## src/rtl/wb_cmd_master.sv

```systemverilog
// wb_cmd_master: Wishbone classic-cycle burst master fed by a command port.
// One command runs cmd_len+1 single-word transfers at incrementing addresses
// under a single cyc_o. Write words come from the wr_* stream, read words go
// out on the rd_* stream, and a one-cycle status pulse reports the outcome.
module wb_cmd_master #(
   parameter int DATA_WIDTH   = 32,
   parameter int ADDR_WIDTH   = 32,
   parameter int SELECT_WIDTH = DATA_WIDTH / 8,
   parameter int LEN_WIDTH    = 8,
   parameter int TIMEOUT      = 255
) (
   input  logic                    clk,
   input  logic                    rst,
   input  logic [ADDR_WIDTH-1:0]   cmd_addr,
   input  logic                    cmd_we,
   input  logic [SELECT_WIDTH-1:0] cmd_sel,
   input  logic [LEN_WIDTH-1:0]    cmd_len,
   input  logic                    cmd_valid,
   output logic                    cmd_ready,
   input  logic [DATA_WIDTH-1:0]   wr_data,
   input  logic                    wr_valid,
   output logic                    wr_ready,
   output logic [DATA_WIDTH-1:0]   rd_data,
   output logic                    rd_valid,
   input  logic                    rd_ready,
   output logic                    sts_valid,
   output logic                    sts_err,
   output logic                    sts_timeout,
   output logic [LEN_WIDTH:0]      sts_count,
   output logic                    busy,
   output logic [ADDR_WIDTH-1:0]   adr_o,
   output logic [DATA_WIDTH-1:0]   dat_o,
   output logic                    we_o,
   output logic [SELECT_WIDTH-1:0] sel_o,
   output logic                    stb_o,
   output logic                    cyc_o,
   input  logic [DATA_WIDTH-1:0]   dat_i,
   input  logic                    ack_i,
   input  logic                    err_i
);

   // Timeout counter is wide enough to hold TIMEOUT-1; a zero TIMEOUT disables it.
   localparam int TW = (TIMEOUT > 1) ? $clog2(TIMEOUT + 1) : 1;
   localparam logic [TW-1:0] TMO_LAST = TW'((TIMEOUT > 0) ? (TIMEOUT - 1) : 0);
   localparam logic [ADDR_WIDTH-1:0] ADDR_STEP = ADDR_WIDTH'(SELECT_WIDTH);

   typedef enum logic [2:0] {
      IDLE,
      WDATA,
      BUS,
      RDWAIT,
      DONE
   } state_t;

   state_t               state;
   logic [LEN_WIDTH-1:0] len_r;
   logic [LEN_WIDTH:0]   count;
   logic [TW-1:0]        tmo;
   logic                 last_beat;

   // Handshake readiness is decoded straight from the state register so the
   // command port stays closed while a read word is still waiting to drain.
   assign cmd_ready = (state == IDLE) && !rd_valid;
   assign wr_ready  = (state == WDATA);
   assign busy      = (state != IDLE);
   assign last_beat = (count == {1'b0, len_r});

   // Burst sequencer: owns every bus output, the read buffer and the status pulse.
   always_ff @(posedge clk or posedge rst) begin
      if (rst) begin
         state       <= IDLE;
         len_r       <= '0;
         count       <= '0;
         tmo         <= '0;
         adr_o       <= '0;
         dat_o       <= '0;
         we_o        <= 1'b0;
         sel_o       <= '0;
         stb_o       <= 1'b0;
         cyc_o       <= 1'b0;
         rd_data     <= '0;
         rd_valid    <= 1'b0;
         sts_valid   <= 1'b0;
         sts_err     <= 1'b0;
         sts_timeout <= 1'b0;
         sts_count   <= '0;
      end else begin
         sts_valid <= 1'b0;
         if (rd_valid && rd_ready) begin
            rd_valid <= 1'b0;
         end
         case (state)
            IDLE: begin
               if (cmd_valid && !rd_valid) begin
                  adr_o <= cmd_addr;
                  we_o  <= cmd_we;
                  sel_o <= cmd_sel;
                  len_r <= cmd_len;
                  count <= '0;
                  tmo   <= '0;
                  cyc_o <= 1'b1;
                  if (cmd_we) begin
                     state <= WDATA;
                  end else begin
                     stb_o <= 1'b1;
                     state <= BUS;
                  end
               end
            end
            WDATA: begin
               if (wr_valid) begin
                  dat_o <= wr_data;
                  stb_o <= 1'b1;
                  tmo   <= '0;
                  state <= BUS;
               end
            end
            BUS: begin
               if (err_i) begin
                  stb_o       <= 1'b0;
                  cyc_o       <= 1'b0;
                  sts_valid   <= 1'b1;
                  sts_err     <= 1'b1;
                  sts_timeout <= 1'b0;
                  sts_count   <= count;
                  state       <= DONE;
               end else if (ack_i) begin
                  stb_o <= 1'b0;
                  count <= count + 1'b1;
                  if (!we_o) begin
                     rd_data  <= dat_i;
                     rd_valid <= 1'b1;
                  end
                  if (last_beat) begin
                     cyc_o       <= 1'b0;
                     sts_valid   <= 1'b1;
                     sts_err     <= 1'b0;
                     sts_timeout <= 1'b0;
                     sts_count   <= count + 1'b1;
                     state       <= DONE;
                  end else begin
                     adr_o <= adr_o + ADDR_STEP;
                     state <= we_o ? WDATA : RDWAIT;
                  end
               end else if ((TIMEOUT != 0) && (tmo == TMO_LAST)) begin
                  stb_o       <= 1'b0;
                  cyc_o       <= 1'b0;
                  sts_valid   <= 1'b1;
                  sts_err     <= 1'b0;
                  sts_timeout <= 1'b1;
                  sts_count   <= count;
                  state       <= DONE;
               end else begin
                  tmo <= tmo + 1'b1;
               end
            end
            RDWAIT: begin
               if (!rd_valid || rd_ready) begin
                  stb_o <= 1'b1;
                  tmo   <= '0;
                  state <= BUS;
               end
            end
            DONE: begin
               state <= IDLE;
            end
            default: begin
               state <= IDLE;
            end
         endcase
      end
   end

endmodule
```

## config.mk

```make
export PLATFORM = sky130hd
export DESIGN_NAME = wb_cmd_master
export DESIGN_NICKNAME = d
export VERILOG_FILES = /design/src/rtl/wb_cmd_master.sv
export SDC_FILE = /design/constraint.sdc
export NUM_CORES = 1
export LEC_CHECK = 0
export ABC_AREA = 1
export BUFFER_PORTS_ARGS = -buffer_cell sky130_fd_sc_hd__buf_2
export CAP_MARGIN = 20
export CORE_UTILIZATION = 52
export CTS_CLUSTER_SIZE = 28
export DETAILED_ROUTE_END_ITERATION = 8
export GPL_TIMING_DRIVEN = 0
export HOLD_SLACK_MARGIN = 0.1
export PLACE_DENSITY = 0.89
export SLEW_MARGIN = 25
export SYNTH_ARGS = -nofsm -noshare
export SYNTH_HDL_FRONTEND = slang
export SYNTH_SLANG_ARGS = --single-unit
```

## constraint.sdc

```tcl
create_clock -name clk -period 5.7 [get_ports clk]
set_input_delay 0.57 -clock clk [delete_from_list [all_inputs] [get_ports clk]]
set_output_delay 0.57 -clock clk [all_outputs]
set_load 0.03 [all_outputs]
```

* Yosys cells after proc, flatten, opt, wreduce, memory -nomap -nowiden
Index checks and enable logic that the tools add are counted.
** Operators by class
- Reductions and logical operators :: 20
- Mux-type cells :: 57
- Eq/ne operators :: 17
- Add/sub/neg operators :: 3
- Bitwise gates (word level) :: 2
** Operators with widths (count)
- $mux W32 :: 4
- $pmux W32 S2 :: 1
- $mux W9 :: 7
- $mux W8 :: 6
- $add A32 B3 Y32 const B :: 1
- $pmux W8 S4 :: 1
- $mux W1 :: 25
- $mux W3 :: 7
- $pmux W9 S2 :: 1
- $ne A2 B2 Y1 const B :: 8
- $reduce_and A4 Y1 :: 4
- $pmux W3 S4 :: 1
- $add A9 B1 Y9 const B :: 1
- $eq A9 B8 Y1 :: 1
- $add A8 B1 Y8 const B :: 1
- $eq A8 B8 Y1 const B :: 1
- $ne A4 B4 Y1 const B :: 2
- $reduce_and A7 Y1 :: 1
- $eq A3 B2 Y1 const B :: 2
- $reduce_and A6 Y1 :: 1
- $reduce_bool A3 Y1 :: 2
- $reduce_and A5 Y1 :: 1
- $mux W2 :: 2
- $pmux W1 S4 :: 1
- other kinds (13) :: 17
** Storage, ports and cells
- Input bits :: 116
- Register bits after elaboration :: 144
- Logic and storage cells :: 115
- Output and inout port bits :: 119

* Longest topological paths before layout
- Depth in word-level cells :: 6
- Depth in mapped cells :: 12
- Gate-level depth less buffers :: 11

* Worst setup path after synthesis
No wires, ideal clock.
- Path type :: register -> register
- From :: register state[2]
- To :: register dat_o[24]
- Period minus slack after synthesis :: 1903 ps
- Setup time :: 128 ps
- Slack :: 3797 ps
- Data required time :: 5572 ps
- Cell stages (with the launch flop) :: 7
- Arrival time :: 1776 ps
- Buffers on the path :: 1
- Cell sequence :: dfrtp_1 > nor2_2 > inv_1 > nor2_1 > nand2_1 > buf_2 > mux2_1
** On the way
- Longest elaborated chain between the ends :: 2
** Ends and longest elaborated chain
- start: declaration :: line 55 : state_t state;
- start signal: assignment :: line 143 : state <= we_o ? WDATA : RDWAIT;
- $eq A3 B1 Y1
- via wr_ready :: line 22 : output logic wr_ready,
- $reduce_and A2 Y1 (no line)
- end signal: assignment :: line 112 : dat_o <= wr_data;
- end: declaration :: line 32 : output logic [DATA_WIDTH-1:0] dat_o,
The timed path passes the listed nets, and every way through them passes these cells.
A chain may end at the register's enable or synchronous reset.

* Worst setup path in the final report
- From :: register state[2]
- To :: output cmd_ready
** On the way
- Longest elaborated chain between the ends :: 2
** Ends and longest elaborated chain
- $logic_not A3 Y1 :: line 63 : assign cmd_ready = (state == IDLE) && !rd_valid;
- $logic_and A1 B1 Y1 :: line 63
- end: declaration :: line 19 : output logic cmd_ready,
No other way between the ends.

==> metrics <==
Slew Limit Headroom 61.0%; average size of a mapped cell 7.74 um^2; Yosys cell types 32; # IOs 235; ANT nets after route 0; combinational group share of total power 48.0%; top_reg_cell synth dfrtp_1; die area 0.0148 mm^2; Post-route DRC 0; setup ws final 3.46 ns; CTS Sinks 144; Worst R2R Setup Slack 3.71 ns; Post-Route WL 21,000 um; share of cells above drive strength 1 29.4%; Nets 1,333; Resize count post-CTS 0; met3 routed WL 1520 um; Mapped Area 0.00742 mm^2; placed insts 1,374; synth top area cells dfrtp_1 (49%), nand2_1 (21%), nand3_1 (6.0%); final non-filler cell total 1,407; worst flop-to-flop path endpoint adr_o[30]; YS warnings 0; H-tree depth 4; largest area contributor in the synthesized netlist dfrtp_1; launch point of the worst reg-to-reg path state[2]; Initial Util 53.5%; Fmax 447 MHz; area delta synth->final 27.1%; uppermost layer routed met4; switching share of power 47.7%; Post-synth EDFFs 0; #FFs+latches synth 144; Sequential Power Share 32.7%; DR WL met2 10,600 um; P_leak 0.00517 uW; CTS hold repair buffers 0; maximum VDD drop 346 uV; power per standard cell area 594 mW/mm^2; chip width 121 um; WL/cell 14.9 um; die height 121 um; TNS Setup 0 ns; total gr overflow 0; first-pass GRT wire length 33,500 um; worst r2r path cells 7; Overall Global Routing Usage 29.5%; element type at the critical path start register; Root Driver clkbuf_16; vias 7,398; status finished, final reports clean; unrepaired setup endpoints after global routing no; max-capacitance violation count 0; pin count of the biggest net entering global routing 78; # port buffers 234; Met1 Routed Length 8240 um; Crit Path Category register to output port; crit path time final 2.24 ns; vias in the first global route 7,080; count of final hold-check violations 0; Synth top area share 48.6%; Sw Pwr 2670 uW; Clock Power Share 19.2%; GPL Wtd Cong 0.961; register area 0.00360 mm^2; worst clock skew 0.00590 ns; Worst Setup End Kind output port; Multi-input gate area 0.00333 mm^2; fin. max-slew vios 0; Max FO, Critical Path 4; 1st-iter DRT viols 604; synthesized net count 1,079; # fillers 1,146; post-detail-place hpwl 15,700 um; worst endpoint required time 5.13 ns; internal power 2930 uW; Post-Synthesis Cells 959; CTS tree built; initial antenna violation count 0; maximum clock insertion buffer count 2; Worst Hold Class primary input to asynchronous set/reset pin; Critical Path AT 1.67 ns; CTS buffer count 17; dominant cell by count in the synthesized netlist nand2_1; Post-synth top cells nand2_1 (409), dfrtp_1 (144), nand3_1 (89); pre-CTS setup slack 3.69 ns; via/cell ratio 5.26; area of the core 0.0139 mm^2; final setup vio count 0; Least-Margin Pin Slew 0.585 ns; fin crit share 39.2%; Clock Latency Late Sink 0.42 ns; row cnt 43; register area share after synthesis 48.6%; drt pass-1 iters 5; Async S/R FF share, synth 100%; Clock transition at path regs 0.06 ns; Post CTS Setup Buffer Count 0
==> metrics by stage <==
| step | power [uW] | cell area [um^2] | hold WS, ns | util [%] |
|---|---|---|---|---|
| global placement | 4410 | 8820 | 0.450 | 63.5 |
| global route | 5930 | 9430 | 0.233 | 67.9 |
| floorplan | 3660 | 7420 | 0.459 | - |
| finish | 5600 | 9430 | 0.186 | 67.9 |
| CTS | 5600 | 9430 | 0.209 | 67.9 |
| detailed placement | 4510 | 8850 | 0.454 | 63.8 |
==> worst max-delay path by stage <==
| stage | cells after the start | end | start | slack [ns] |
|---|---|---|---|---|
| after global placement | 2 | sts_count[1] | rst | -0.34 |
| after floorplan | 1 | adr_o[0] | rst | 1.26 |
| after global routing | 4 | cmd_ready | state[2] | 3.44 |
| final | 4 | cmd_ready | state[2] | 3.46 |
| after detailed placement | 9 | rd_data[20] | ack_i | 3.69 |
| after CTS | 4 | cmd_ready | state[2] | 3.47 |
==> critical path, stage by stage, from the launching register on <==
cell     delay (ns)
dfrtp_1        0.44
nor2_2         0.23
nand2_2        0.13
nor2_1         0.20
buf_2          0.24
==> routing by layer <==
layer  GRT usage, %  vias to the layer above
met3           6.11                       56
met5              0                        -
met1           34.9                     3467
li1               -                     3523
met2           50.7                      352
met4           14.6                        0
==> power groups by stage <==
stage               Sequential [uW]  Clock [uW]  Combinational [uW]
finish                         1830        1080                2690
global route                   1880        1130                2930
CTS                            1820        1090                2690
detailed placement             1820           0                2680
global placement               1800           0                2600
floorplan                      2530           0                1130
==> layout make-up <==
type	count	area share, %
Sequential cell	144	38.2
Buffer	35	2.12
Antenna cell	1	0.0265
Clock buffer	20	4.95
Multi-Input combinational cell	705	35.3
Inverter	75	3.12
Tap cell	180	2.39
Timing Repair Buffer	235	12.7
Clock inverter	12	1.14
==> logic make-up (layout without fill, tap and decap cells) <==
group                      count (synthesis)  count (layout)  synth area share [%]
and+or+nand+nor                          610             610                  34.6
DFF                                      144             144                  48.6
buffers and inverters                    110             377                  6.56
AOI/OAI and AO/OA                         51              51                  3.79
muxes                                     32              32                  4.86
xor gates and xnor gates                   8               8                 0.944
adders and majority gates                  4               4                 0.675
other                                      0               1                     0
==> placed cells by master (no fill, tap or decap), types with 13 or more instances in the layout <==
| cell | instances |
|---|---|
| buf_2 | 249 |
| clkbuf_16 | 17 |
| dfrtp_1 | 144 |
| inv_1 | 70 |
| mux2_2 | 29 |
| nand2_1 | 409 |
| nand3_1 | 89 |
| nand4_1 | 13 |
| nor2_1 | 60 |
| o21ai_0 | 33 |
| or2_2 | 16 |
==> registers in the layout (all words and copies together) (netlist names) <==
| signal | cells |
|---|---|
| cyc_o | 1 |
| count | 9 |
| adr_o | 32 |
| state | 3 |
| rd_valid | 1 |
| tmo | 8 |
| we_o | 1 |
| sel_o | 4 |
| sts_valid | 1 |
| len_r | 8 |
| rd_data | 32 |
| sts_err | 1 |
| stb_o | 1 |
| sts_timeout | 1 |
| dat_o | 32 |
| sts_count | 9 |
Note: power is estimated with default switching activity, not from simulation.
